### config.mk
export PLATFORM = sky130hd
export DESIGN_NAME = hazard_unit_flat
export DESIGN_NICKNAME = d
export VERILOG_FILES = /design/src/rtl/hazard_unit_if.sv /design/src/rtl/hazard_unit.sv /design/src/flat_wrapper.sv
export SDC_FILE = /design/constraint.sdc
export NUM_CORES = 1
export LEC_CHECK = 0
export ABC_AREA = 1
export CORE_MARGIN = 3
export CORE_UTILIZATION = 40
export DETAILED_ROUTE_END_ITERATION = 10
export HOLD_SLACK_MARGIN = 0.06
export PLACE_DENSITY = 0.78
export SLEW_MARGIN = 30
export SYNTH_ARGS = -nofsm -noshare
export SYNTH_HDL_FRONTEND = slang
export SYNTH_SLANG_ARGS = --single-unit
### constraint.sdc
create_clock -name clk -period 2.8 [get_ports clk]
set_input_delay 0.56 -clock clk [delete_from_list [all_inputs] [get_ports clk]]
set_output_delay 0.56 -clock clk [all_outputs]
set_load 0.01 [all_outputs]
### src/rtl/hazard_unit_if.sv
// Hazard controller bus: ID/EX/MEM pipeline state in, stall/flush controls and perf counters out.
// Latency: purely wiring, no registers.
// Backpressure: none; the hazard unit applies backpressure through PCWrite/IFIDWrite.
interface hazard_if #(
  parameter int CNT_W = 16
);
  logic [31:0]      ifid_ins;
  logic             idex_MemtoReg;
  logic             idex_RegWrite;
  logic [4:0]       idex_Rd;
  logic             exmem_BranchTaken;
  logic             id_JUMPSrc;
  logic             Stall;
  logic             PCWrite;
  logic             IFIDWrite;
  logic             IFIDFlush;
  logic             IDEXFlush;
  logic             EXMEMFlush;
  logic [CNT_W-1:0] stall_count;
  logic [CNT_W-1:0] flush_count;

  // Pipeline side: presents stage state, consumes stall/flush controls.
  modport master (
    output ifid_ins, idex_MemtoReg, idex_RegWrite, idex_Rd, exmem_BranchTaken, id_JUMPSrc,
    input  Stall, PCWrite, IFIDWrite, IFIDFlush, IDEXFlush, EXMEMFlush, stall_count, flush_count
  );

  // Hazard unit side.
  modport slave (
    input  ifid_ins, idex_MemtoReg, idex_RegWrite, idex_Rd, exmem_BranchTaken, id_JUMPSrc,
    output Stall, PCWrite, IFIDWrite, IFIDFlush, IDEXFlush, EXMEMFlush, stall_count, flush_count
  );
endinterface

### src/rtl/hazard_unit.sv
// Load-use interlock, taken-branch and jump flush control for the 5-stage PCPU, plus perf counters.
// Latency: controls are combinational from the current stage state; a load-use stall lasts LOAD_STALL_CYCLES.
// Backpressure: holds PC and IF/ID (PCWrite=0, IFIDWrite=0) while bubbles are injected.
module hazard_unit #(
  parameter int LOAD_STALL_CYCLES = 1,
  parameter int CNT_W             = 16
) (
  input  logic clk,
  input  logic rst,
  hazard_if.slave hz
);

  typedef enum logic {IDLE, LSTALL} state_t;

  // Remaining stall cycles after the one that detected the hazard.
  localparam logic [1:0] CNT_LOAD = 2'(LOAD_STALL_CYCLES - 1);
  localparam logic [5:0] OP_R     = 6'b000000;
  localparam logic [5:0] OP_J     = 6'b000010;
  localparam logic [5:0] OP_BEQ   = 6'b000100;
  localparam logic [5:0] OP_SW    = 6'b101011;

  state_t           state_q, state_d;
  logic [1:0]       cnt_q, cnt_d;
  logic [CNT_W-1:0] stall_cnt_q, flush_cnt_q;

  logic [5:0] op;
  logic [4:0] rs, rt;
  logic       use_rs, use_rt, hazard;
  logic       stall, pc_we, ifid_we, ifid_fl, idex_fl, exmem_fl;
  logic       unused_ins_bits;

  assign op     = hz.ifid_ins[31:26];
  assign rs     = hz.ifid_ins[25:21];
  assign rt     = hz.ifid_ins[20:16];
  // Immediate/funct bits never name a source register.
  assign unused_ins_bits = ^hz.ifid_ins[15:0];

  // Source-operand usage: J reads no rs; only R-type, SW and BEQ read rt.
  assign use_rs = (op != OP_J);
  assign use_rt = (op == OP_R) || (op == OP_SW) || (op == OP_BEQ);

  // A load in EX whose destination feeds the ID instruction; $0 never creates a dependency.
  assign hazard = hz.idex_MemtoReg && hz.idex_RegWrite && (hz.idex_Rd != 5'd0) &&
                  ((use_rs && (hz.idex_Rd == rs)) || (use_rt && (hz.idex_Rd == rt)));

  // Priority decode of branch flush > load-use stall > jump flush, with next-state; all quiet in reset.
  always_comb begin
    stall    = 1'b0;
    pc_we    = 1'b1;
    ifid_we  = 1'b1;
    ifid_fl  = 1'b0;
    idex_fl  = 1'b0;
    exmem_fl = 1'b0;
    state_d  = state_q;
    cnt_d    = cnt_q;
    if (!rst) begin
      if (hz.exmem_BranchTaken) begin
        // Wrong-path instructions in IF/ID, ID/EX and EX/MEM are discarded; any pending stall is moot.
        ifid_fl  = 1'b1;
        idex_fl  = 1'b1;
        exmem_fl = 1'b1;
        state_d  = IDLE;
        cnt_d    = 2'd0;
      end else if (state_q == LSTALL) begin
        // Hazard already covered by the first bubble; just finish the configured bubble count.
        stall   = 1'b1;
        pc_we   = 1'b0;
        ifid_we = 1'b0;
        cnt_d   = cnt_q - 2'd1;
        if (cnt_q <= 2'd1) begin
          state_d = IDLE;
        end
      end else if (hazard) begin
        stall   = 1'b1;
        pc_we   = 1'b0;
        ifid_we = 1'b0;
        if (LOAD_STALL_CYCLES > 1) begin
          cnt_d   = CNT_LOAD;
          state_d = LSTALL;
        end
      end else if (hz.id_JUMPSrc) begin
        ifid_fl = 1'b1;
      end
    end
  end

  // FSM state and bubble counter.
  always_ff @(posedge clk or posedge rst) begin
    if (rst) begin
      state_q <= IDLE;
      cnt_q   <= 2'd0;
    end else begin
      state_q <= state_d;
      cnt_q   <= cnt_d;
    end
  end

  // Saturating performance counters: stalled cycles and taken-branch flushes.
  always_ff @(posedge clk or posedge rst) begin
    if (rst) begin
      stall_cnt_q <= '0;
      flush_cnt_q <= '0;
    end else begin
      if (stall && (stall_cnt_q != '1)) begin
        stall_cnt_q <= stall_cnt_q + 1'b1;
      end
      if (hz.exmem_BranchTaken && (flush_cnt_q != '1)) begin
        flush_cnt_q <= flush_cnt_q + 1'b1;
      end
    end
  end

  assign hz.Stall       = stall;
  assign hz.PCWrite     = pc_we;
  assign hz.IFIDWrite   = ifid_we;
  assign hz.IFIDFlush   = ifid_fl;
  assign hz.IDEXFlush   = idex_fl;
  assign hz.EXMEMFlush  = exmem_fl;
  assign hz.stall_count = stall_cnt_q;
  assign hz.flush_count = flush_cnt_q;

endmodule
### src/flat_wrapper.sv
// flat-port wrapper written by rule: the top's interface ports become plain ports
module hazard_unit_flat 
#(
  parameter int LOAD_STALL_CYCLES = 1,
  parameter int CNT_W             = 16
)
  (clk, rst, hz_ifid_ins, hz_idex_MemtoReg, hz_idex_RegWrite, hz_idex_Rd, hz_exmem_BranchTaken, hz_id_JUMPSrc, hz_Stall, hz_PCWrite, hz_IFIDWrite, hz_IFIDFlush, hz_IDEXFlush, hz_EXMEMFlush, hz_stall_count, hz_flush_count);
  hazard_if #(.CNT_W(CNT_W)) hz_i ();
  input  logic clk;
  input  logic rst;
  input wire logic [$bits(hz_i.ifid_ins)-1:0] hz_ifid_ins;
  input wire logic [$bits(hz_i.idex_MemtoReg)-1:0] hz_idex_MemtoReg;
  input wire logic [$bits(hz_i.idex_RegWrite)-1:0] hz_idex_RegWrite;
  input wire logic [$bits(hz_i.idex_Rd)-1:0] hz_idex_Rd;
  input wire logic [$bits(hz_i.exmem_BranchTaken)-1:0] hz_exmem_BranchTaken;
  input wire logic [$bits(hz_i.id_JUMPSrc)-1:0] hz_id_JUMPSrc;
  output wire logic [$bits(hz_i.Stall)-1:0] hz_Stall;
  output wire logic [$bits(hz_i.PCWrite)-1:0] hz_PCWrite;
  output wire logic [$bits(hz_i.IFIDWrite)-1:0] hz_IFIDWrite;
  output wire logic [$bits(hz_i.IFIDFlush)-1:0] hz_IFIDFlush;
  output wire logic [$bits(hz_i.IDEXFlush)-1:0] hz_IDEXFlush;
  output wire logic [$bits(hz_i.EXMEMFlush)-1:0] hz_EXMEMFlush;
  output wire logic [$bits(hz_i.stall_count)-1:0] hz_stall_count;
  output wire logic [$bits(hz_i.flush_count)-1:0] hz_flush_count;
  assign hz_i.ifid_ins = hz_ifid_ins;
  assign hz_i.idex_MemtoReg = hz_idex_MemtoReg;
  assign hz_i.idex_RegWrite = hz_idex_RegWrite;
  assign hz_i.idex_Rd = hz_idex_Rd;
  assign hz_i.exmem_BranchTaken = hz_exmem_BranchTaken;
  assign hz_i.id_JUMPSrc = hz_id_JUMPSrc;
  assign hz_Stall = hz_i.Stall;
  assign hz_PCWrite = hz_i.PCWrite;
  assign hz_IFIDWrite = hz_i.IFIDWrite;
  assign hz_IFIDFlush = hz_i.IFIDFlush;
  assign hz_IDEXFlush = hz_i.IDEXFlush;
  assign hz_EXMEMFlush = hz_i.EXMEMFlush;
  assign hz_stall_count = hz_i.stall_count;
  assign hz_flush_count = hz_i.flush_count;
  hazard_unit #(.LOAD_STALL_CYCLES(LOAD_STALL_CYCLES), .CNT_W(CNT_W)) u_core (.clk(clk), .rst(rst), .hz(hz_i));
endmodule
# Word level (Yosys, flattened, before mapping)
# Index checks and enable logic that the tools add are counted.
# Widths: inputs -> output; s select.
# totals
word_cells	50
reg_bits	35
in_bits	43
out_inout_bits	38
# classes
n_addsub	3
bitwise_logic	1
n_mux	20
n_reduce_logical	14
n_lt_le_gt_ge	1
n_eq_ne	7
# ops
operator	count
$add 16x1->16 const B	2
$ne 16x16->1 const B	2
$mux 1	18
$eq 5x5->1	2
$logic_and 1x1->1	7
$eq 6x3->1 const B	1
$eq 6x6->1 const B	1
$logic_not 6->1	1
$ne 6x2->1 const B	1
$reduce_bool 5->1	1
$mux 2	2
$logic_or 1x1->1	3
$le 2x1->1 const B	1
$reduce_and 2->1	1
$reduce_bool 2->1	1
$sub 2x1->2 const B	1
$not 1->1	1

# Logic depth before layout (Yosys ltp)
# logic_depth
depth_word	11
mapped_depth	14
mapped_depth_nobuf	13

# Worst setup path after synthesis
# No wires, ideal clock.
# synth_timing
kind	input port to output port
start	in hz_ifid_ins[29]
end	out hz_PCWrite
stages	12
required_ns	2.240
t_arrival_ns	1.596
n_path_buf	2
setup_slack_ns	0.644
cell_sequence	nor2_1 -> nand3_1 -> nand2_1 -> nand2_1 -> inv_1 -> nand2_1 -> nand2_1 -> nand2_1 -> nand2_4 -> buf_4 -> nand2_1 -> buf_4
# synth_via
elab_chain_cells	10
elab_cells_between_ends	14
cone_classes	eq/ne: 3; mux: 4; reduce/logical: 7
# synth_rtl
item	line_no	text
start, declared	flat_wrapper.sv:11	input wire logic [$bits(hz_i.ifid_ins)-1:0] hz_ifid_ins;
$eq 6x6->1 or $logic_not 6->1 (tied branches)	hazard_unit.sv:40	assign use_rt = (op == OP_R) || (op == OP_SW) || (op == OP_BEQ);
$logic_or 1x1->1 (2 in a row)	hazard_unit.sv:40	
$logic_and 1x1->1	hazard_unit.sv:44	((use_rs && (hz.idex_Rd == rs)) || (use_rt && (hz.idex_Rd == rt)));
$logic_or 1x1->1 *	hazard_unit.sv:44	
$logic_and 1x1->1 *	hazard_unit.sv:43	assign hazard = hz.idex_MemtoReg && hz.idex_RegWrite && (hz.idex_Rd != 5'd0) &&
$mux 1 * (4 in a row)	n/a	
end, declared	flat_wrapper.sv:18	output wire logic [$bits(hz_i.PCWrite)-1:0] hz_PCWrite;
# Every way passes the cells marked *; elsewhere a longest branch is shown, timed or not.

# Worst setup path after layout
# layout_timing
start	in hz_idex_Rd[0]
end	out hz_IFIDWrite
# layout_via
elab_chain_cells	8
elab_cells_between_ends	12
cone_classes	eq/ne: 2; mux: 4; reduce/logical: 6
# layout_rtl
item	line_no	text
start, declared	flat_wrapper.sv:14	input wire logic [$bits(hz_i.idex_Rd)-1:0] hz_idex_Rd;
$eq 5x5->1	hazard_unit.sv:44	
$logic_and 1x1->1	hazard_unit.sv:44	
$logic_or 1x1->1	hazard_unit.sv:44	
$logic_and 1x1->1 *	hazard_unit.sv:43	
$mux 1 *	hazard_unit.sv:73	end else if (hazard) begin
$mux 1 *	hazard_unit.sv:64	end else if (state_q == LSTALL) begin
$mux 1 *	hazard_unit.sv:57	if (hz.exmem_BranchTaken) begin
$mux 1 *	hazard_unit.sv:56	if (!rst) begin
end, declared	flat_wrapper.sv:19	output wire logic [$bits(hz_i.IFIDWrite)-1:0] hz_IFIDWrite;
# Marked as above.

==> results.cfg <==
[pwr]
p_int_mw = 1.06
seq_power_share = 0.422
leakage_nw = 1.47
p_switching_uw = 470
combPwrFrac = 0.260
power.density_nw_per_um2 = 487
vdd.ir_drop.worst_uv = 397
pwr-share-clk = 0.318
netSwitchingFraction = 0.307

[worst_hold_path]
hold_path_class = flop to flop
min_from = u_core.hz.stall_count[15]

[job]
cap_violations = 0

[sta]
min_period_ns = 2.66
setup_tns_ns = 0
fmax_mhz = 376
finalHoldViolations = 0
timing.final.crit_share = 0.950
maxSlewViolCount = 0
whs_ns = 0.525
rsz0062_at_grt = yes
relSlewSlack = 0.668
report.final.setup_viol = 0
tightest_slew_ns = 0.497
fin_skew_ns = 0.0104

[status]
status = complete, no violations

[worst_setup_path]
critPathMaxFanout = 4
startpoint = hz_idex_Rd[0]
worstSetupEndpointType = output port
critPathArrivalTime_ns = 2.10
r2r_start = u_core.hz.stall_count[0]
critPathRequiredTime_ns = 2.24
crit_type = input pin to output port
critPathLaunchType = input pin

[final_layout]
final_area_um2 = 3140
diodes = 0
area_growth_pct = 35.4
layout-drive-gt1-share = 0.0744
layout.nets = 435
layout_common_cells = nand2_1 (95), clkdlybuf4s50_1 (59), inv_1 (41)
utilization = 0.563
layout_commonest_cell = nand2_1

[placed_design]
placed_cell_area_um2 = 3030
routabilityCongestion = 0.823
post-dp-hpwl_um = 4270
io_buffers = 64

[floorplanning]
rows = 27
die_x_um = 82.1
dieArea_um2 = 6750
pin_count = 81
core-area_um2 = 5570
start_util = 0.416
fp.dieH_um = 82.1

[logic_synthesis]
synthCells = 320
yosysUniqueCellTypes = 32
ys_seq_elements = 35
ys_warn_count = 0
synth_top_cell_by_area = dfrtp_1
synth.top_cell.area_share = 0.378
syn_nets = 366
syn_area_per_cell_um2 = 7.25
synthTopCellsByArea = dfrtp_1 (38%), nand2_1 (15%), inv_1 (6.6%), nor2_1 (5.8%), nand4_1 (5.4%)
ys_seq_area_frac = 0.378
synthesis.area_um2 = 2320

[clock_tree]
worstSkewPairLatency_ns = 0.30
cts_buffers = 5
cts_tree = yes
cts.clk_slew.worst_paths_ns = 0.08
cts_buffer_depth = 2
htree_levels = 2
clock-root-buffer = clkbuf_8
cts.sinks = 35

[routing]
ant_nets = 0
first_pass_iters = 6
wl_per_cell_um = 11.9
drc_errors = 0
vias_per_cell = 4.88
vias = 2254
drt_iter0_markers = 77
routed_wl_um = 5500

[grt]
antenna_found_initial = 0
grt_overflow = 0
grt_pass1_wl_um = 9470
grt_use_total = 0.180
grt_pass1_vias = 2150
grt_max_degree = 28
-- sequential cells by signal, indices dropped and copies added (netlist names) --
name                   flops
u_core.state_q             1
u_core.hz.stall_count     16
u_core.cnt_q               2
u_core.hz.flush_count     16
-- path summary, 6_finish.rpt --
path	slack, ns	cells after the start	end
setup / recovery	0.14	13	hz_IFIDWrite
hold / removal	0.52	2	u_core.hz.stall_count[15]
setup reg to reg	0.95	8	u_core.hz.stall_count[13]
hold reg to reg	0.52	2	u_core.hz.stall_count[15]
max in group asynchronous	1.52	3	u_core.hz.flush_count[12]
min in group asynchronous	0.73	2	u_core.hz.flush_count[0]
-- power by group through the flow --
stage | registers, mW | clock network [mW] | logic, mW
global placement | 0.655 | 0 | 0.389
global route | 0.658 | 0.519 | 0.447
floorplan | 0.664 | 0 | 0.177
finish | 0.646 | 0.487 | 0.398
detailed placement | 0.652 | 0 | 0.400
CTS | 0.646 | 0.499 | 0.401
-- kinds of logic after synthesis --
group / share of synthesized area
AND/OR/NAND/NOR: 0.380
buffers and inverters: 0.101
flip-flops: 0.378
XOR/XNOR: 0.0982
AO/OA/AOI/OAI: 0.0264
adder cells (fa/ha/maj): 0.0162
-- cell type report --
cell class,instances,area [µm²]
clock buffer,6,82.6
clock inverter,2,35.0
fill,532,2430
inverter,44,168
multi-input combinational,233,1210
sequential,35,876
tap,72,90.1
timing repair buffer,70,679
-- critical path, stage by stage --
cell	delay, ns
clkdlybuf4s50_1	0.55
inv_1	0.06
nand2_1	0.05
nand2_1	0.04
nor2_1	0.09
nand2_1	0.06
inv_1	0.04
nand2_1	0.04
nand2_1	0.05
nand2_1	0.09
nand2_4	0.07
nand2_1	0.09
dlygate4sd2_1	0.31
-- Yosys cell counts --
master	n
and3_2	1
nand2_4	1
nand2_1	95
nor3_1	6
xnor2_1	12
inv_2	2
buf_6	3
nand4_2	1
dfrtp_1	35
nor3_4	1
a21oi_1	3
nor2_2	2
ha_1	3
o21ai_1	3
and3_4	1
o31ai_1	1
o21a_1	1
nor4_1	1
xor2_1	14
nand3_1	23
inv_1	41
buf_2	2
inv_4	1
nor4_2	1
nor2_1	36
buf_4	3
o21ai_0	2
nand4_1	20
nand3b_1	1
nand2_2	2
a31oi_1	1
nand3_2	1
-- through the flow --
step | worst slack (ns) | std cells | power, mW
finish | 0.139 | 462 | 1.53
global route | -0.00459 | 462 | 1.62
CTS | 0.109 | 462 | 1.55
detailed placement | -0.166 | 454 | 1.05
global placement | -0.119 | 454 | 1.04
floorplan | 0.644 | 320 | 0.841
-- repair_timing --
item / in CTS / in global routing
buffers inserted: 0 / 0
gates resized for setup: 4 / 3
hold buffers: 0 / 0
setup endpoints to repair: 4 / 4
pin swaps: 0 / 0
-- per-layer routing --
layer  up-vias  GRT usage  part of all wire
met1      1041      0.218              0.43
li1       1151          -                 -
met3         8     0.0369             0.050
met2        54      0.313              0.51
met5         -          0                 0
met4         0     0.0681             0.012
(Power assumes the default switching activity.)
==> RTL edit 1, RTL diff (config.mk and constraints unchanged) <==
`CNT_W` is set to 16 in 3 places; all go to 32.
--- a/src/rtl/hazard_unit_if.sv
+++ b/src/rtl/hazard_unit_if.sv
@@ -3,5 +3,5 @@
 // Backpressure: none; the hazard unit applies backpressure through PCWrite/IFIDWrite.
 interface hazard_if #(
-  parameter int CNT_W = 16
+  parameter int CNT_W = 32
 );
   logic [31:0]      ifid_ins;
--- a/src/rtl/hazard_unit.sv
+++ b/src/rtl/hazard_unit.sv
@@ -4,5 +4,5 @@
 module hazard_unit #(
   parameter int LOAD_STALL_CYCLES = 1,
-  parameter int CNT_W             = 16
+  parameter int CNT_W             = 32
 ) (
   input  logic clk,
--- a/src/flat_wrapper.sv
+++ b/src/flat_wrapper.sv
@@ -3,5 +3,5 @@
 #(
   parameter int LOAD_STALL_CYCLES = 1,
-  parameter int CNT_W             = 16
+  parameter int CNT_W             = 32
 )
   (clk, rst, hz_ifid_ins, hz_idex_MemtoReg, hz_idex_RegWrite, hz_idex_Rd, hz_exmem_BranchTaken, hz_id_JUMPSrc, hz_Stall, hz_PCWrite, hz_IFIDWrite, hz_IFIDFlush, hz_IDEXFlush, hz_EXMEMFlush, hz_stall_count, hz_flush_count);
Ports: changed (resized hz_flush_count and hz_stall_count); port bits go from 81 to 113. No check against the original RTL was run, so the function may have changed too.
==> RTL edit 1 against the unedited design <==
Register-to-register slack worse by 130 ps; area after synthesis is 96% higher; first-iteration DRC count grew to 4.1 times the old value; sequential share of layout area up 0.17 points; clock skew shrank 3.9 ps; clock power rose to 2.5 times the old value; sequential cell count increased by 32; maximum frequency grew 1.8%; routed wire length up 110%; power grew 85%; hold slack got worse by 43 ps; worst setup slack better by 48 ps; design area rose by 90%.
==> RTL edit 1: results <==
{
  "worstReg2RegEnd": "u_core.hz.flush_count[24]$_DFFE_PP0P_",
  "place.gp.congestion": 0.935,
  "cp_max_fo": 3,
  "drt_iter0_markers": 313,
  "firstDrtPassIters": 4,
  "synthDistinctLibCells": 31,
  "clock_skew_ps": 6.52,
  "dpl_worst_slack_ps": -140,
  "synth_compound_area_share_pct": 1.98,
  "grt_pass1_wl_um": 19900,
  "synth_xor_area_share_pct": 8.46,
  "dp_hpwl_um": 8590,
  "routed_wl_um": 11700,
  "cp.arrival_ps": 2050,
  "routedWlPerCell_um": 13.1,
  "htree_levels": 3,
  "synth_commonest_cells": "nand2_1 (194), nor2_1 (84), inv_1 (80), dfrtp_1 (67), nand3_1 (50)",
  "r2r.worst_path.cells": 10,
  "grt_use_total_pct": 18.9,
  "cts.root.buffer_cell": "clkbuf_16",
  "reg2reg_from": "u_core.hz.flush_count[0]$_DFFE_PP0P_",
  "path_clk_slew_ps": 50,
  "fillers": 1049,
  "worstSkewPairLatency_ps": 330,
  "dp.cells": 877,
  "async_reset_ff_share_pct": 100,
  "portBuffers": 96,
  "synthAdderAreaFrac_pct": 0.824,
  "leakagePower_nw": 2.63,
  "holdPathStages": 1,
  "grt_pass1_vias": 4171,
  "status": "completed",
  "syn_nets": 698,
  "nets": 795,
  "hold_ws_ps": 482,
  "post_synth.cell_area_avg_um2": 6.99,
  "min_from": "u_core.cnt_q[0]$_DFFE_PP0P_",
  "hold_end": "u_core.cnt_q[0]$_DFFE_PP0P_",
  "worst_pin_slew_ps": 570,
  "grt_max_degree": 68,
  "multi_input_area_um2": 2440,
  "yosysSeqAreaShare_pct": 36.8,
  "cts_max_path_buffers": 2,
  "vias": 4414,
  "placed_area_um2": 5630,
  "postCtsResizedCells": 5,
  "drive_gt1_share_pct": 7.16,
  "switching_power_w": 0.000731,
  "ys_top_cells_by_area": "dfrtp_1 (37%), nand2_1 (16%), nor2_1 (6.9%)",
  "r2r_setup_slack_ps": 820
}
==> RTL edit 1: worst max-delay path by stage <==
| stage | startpoint | to | slack (ps) |
|---|---|---|---|
| 3_5_place_dp | hz_ifid_ins[29] | hz_IFIDFlush | -140 |
| 3_3_place_gp | hz_idex_Rd[1] | hz_Stall | -100 |
| 5_1_grt | hz_ifid_ins[27] | hz_Stall | 7 |
| 2_1_floorplan | rst | hz_IFIDFlush | 410 |
| 6_report | hz_idex_Rd[4] | hz_PCWrite | 190 |
| 4_1_cts | hz_ifid_ins[27] | hz_Stall | 160 |
==> RTL edit 1: cell type report <==
class / count / share of cell area (%)
Inverter: 85 / 5.45
Clock inverter: 4 / 1.21
Timing Repair Buffer: 104 / 17.2
Tap cell: 140 / 2.93
Sequential cell: 67 / 28.1
Multi-Input combinational cell: 482 / 40.8
Clock buffer: 12 / 4.29
==> RTL edit 1: power groups by stage <==
stage,clock [W],sequential (W),combinational [W]
after floorplan,0,0.00116,0.000204
after global placement,0,0.00115,0.000456
after detailed placement,0,0.00115,0.000466
after CTS,0.00125,0.00114,0.000464
after global routing,0.00129,0.00115,0.000518
final,0.00123,0.00114,0.000460
==> RTL edit 1: metal layers <==
metal / wire (um) / up-vias / global-route usage [%] / part of all wire [%]
li1: - / 2257 / - / -
met1: 5170 / 2027 / 25.1 / 44
met2: 5900 / 120 / 31.8 / 50
met3: 525 / 10 / 3.74 / 4.5
met4: 125 / 0 / 4.49 / 1.1
met5: 0 / - / 0 / 0
==> RTL edit 1: worst max-delay path, stage by stage <==
cell             delay [ps]
clkdlybuf4s50_1         510
inv_1                    70
nand2_1                  50
nand2_1                  50
nor2_1                   80
nand2_1                  50
inv_1                    40
nand2_1                  40
nand2_1                  50
nand2_1                  50
nand2_2                  60
nand2_1                 110
dlygate4sd2_1           310
==> RTL edit 2, RTL diff (same flow settings) <==
Made on the original files. Make the reset (`rst`) synchronous in 2 clocked blocks.
--- a/src/rtl/hazard_unit.sv
+++ b/src/rtl/hazard_unit.sv
@@ -86,5 +86,5 @@
 
   // FSM state and bubble counter.
-  always_ff @(posedge clk or posedge rst) begin
+  always_ff @(posedge clk) begin
     if (rst) begin
       state_q <= IDLE;
@@ -97,5 +97,5 @@
 
   // Saturating performance counters: stalled cycles and taken-branch flushes.
-  always_ff @(posedge clk or posedge rst) begin
+  always_ff @(posedge clk) begin
     if (rst) begin
       stall_cnt_q <= '0;
Formal check against the unedited RTL: differs if rst is asserted again (counterexample within 4 cycles, from zero or initial values and one cycle with rst high); with rst held inactive, the same outputs for 10 cycles.
==> RTL edit 2 against the unedited design <==
Routed wire length decreased by 1.1%; sequential cell count is the same; register-to-register slack got worse by 140 ps; cell count fell by 1.5%; first-iteration DRC count increased by 53%; area after synthesis down 7.9%; design area down 6.6%; worst setup slack lost 16 ps; count of clock-buffer cells in the layout increased by 2; critical path type unchanged; highest routed layer unchanged.
Power is not compared: it rests on default switching activity, and its combinational part moved more than twofold at a synthesized area within 25%.
==> RTL edit 2: results <==
{
  "nets": 433,
  "grt_max_degree": 19,
  "hold_end": "u_core.state_q$_SDFF_PP0_",
  "r2r_setup_slack_ps": 810,
  "synth_compound_area_share_pct": 9.20,
  "yosysSeqAreaShare_pct": 32.8,
  "reg2reg_from": "u_core.hz.stall_count[0]$_SDFFE_PP0P_",
  "routedWlPerCell_um": 12.0,
  "grt_util_met2_pct": 31.8,
  "crit_start": "hz_ifid_ins[29]",
  "synthAdderAreaFrac_pct": 1.76,
  "met3_usage_pct": 3.74,
  "place.gp.congestion": 0.899,
  "max_stage_delay_ps": 440,
  "worstReg2RegEnd": "u_core.hz.stall_count[2]$_SDFFE_PP0P_",
  "pwr-share-clk_pct": 39.8,
  "placed_area_um2": 2840,
  "synthMuxAreaShare_pct": 0,
  "vias": 2269,
  "fillers": 500,
  "synthDistinctLibCells": 26,
  "firstDrtPassIters": 4,
  "wl_met1_um": 2440,
  "dp_hpwl_um": 4000,
  "grt_pass1_wl_um": 9300,
  "synth_xor_area_share_pct": 9.03,
  "syn_nets": 367,
  "maxSlewHeadroom_pct": 67.0,
  "clock_skew_ps": 4.67,
  "status": "completed",
  "crit_path_end": "hz_IFIDFlush",
  "wl_met3_um": 321,
  "cp_max_fo": 2,
  "drt_iter0_markers": 118,
  "async_reset_ff_share_pct": 0,
  "grt_pass1_vias": 2088,
  "min_from": "u_core.state_q$_SDFF_PP0_",
  "wl_met2_um": 2630,
  "grtUsageMet1_pct": 23.4,
  "htree_levels": 2,
  "cp.arrival_ps": 2120,
  "grt_use_total_pct": 18.4,
  "synth_commonest_cells": "nand2_1 (74), inv_1 (41), nor2_1 (41), dfxtp_1 (35), a21oi_1 (25)",
  "drive_gt1_share_pct": 5.15
}
==> RTL edit 2: cell count changes after synthesis, sizes merged, moves of 3 or more <==
cell,unedited run,this run
dfrtp,35,0
dfxtp,0,35
a21oi,3,26
nand2,98,75
o21ai,5,11
xor2,14,9
clkbuf,0,4
nor2,38,42
nor3,7,11
buf,8,5
inv,44,41
==> RTL edit 2: stage by stage <==
stage | hold WS, ps | utilization (%) | setup WS [ps] | cells
after floorplan | 445 | - | 474 | 321
after global placement | 456 | 57.4 | -126 | 447
after detailed placement | 474 | 57.4 | -159 | 447
after CTS | 481 | 59.3 | 127 | 455
after global routing | 492 | 59.3 | 21.0 | 455
final | 479 | 59.3 | 123 | 455
==> RTL edit 2: area by class of cell <==
cell class	count	share of cell area [%]
sequential	35	23.9
inverter	41	5.25
timing repair buffer	68	22.6
clock buffer	8	3.41
multi-input combinational	236	42.0
tap	67	2.86
==> RTL edit 2: what timing repair did <==
action	CTS	global route
resized for setup	7	0
endpoints found under the setup margin	4	0
buffers inserted	0	0
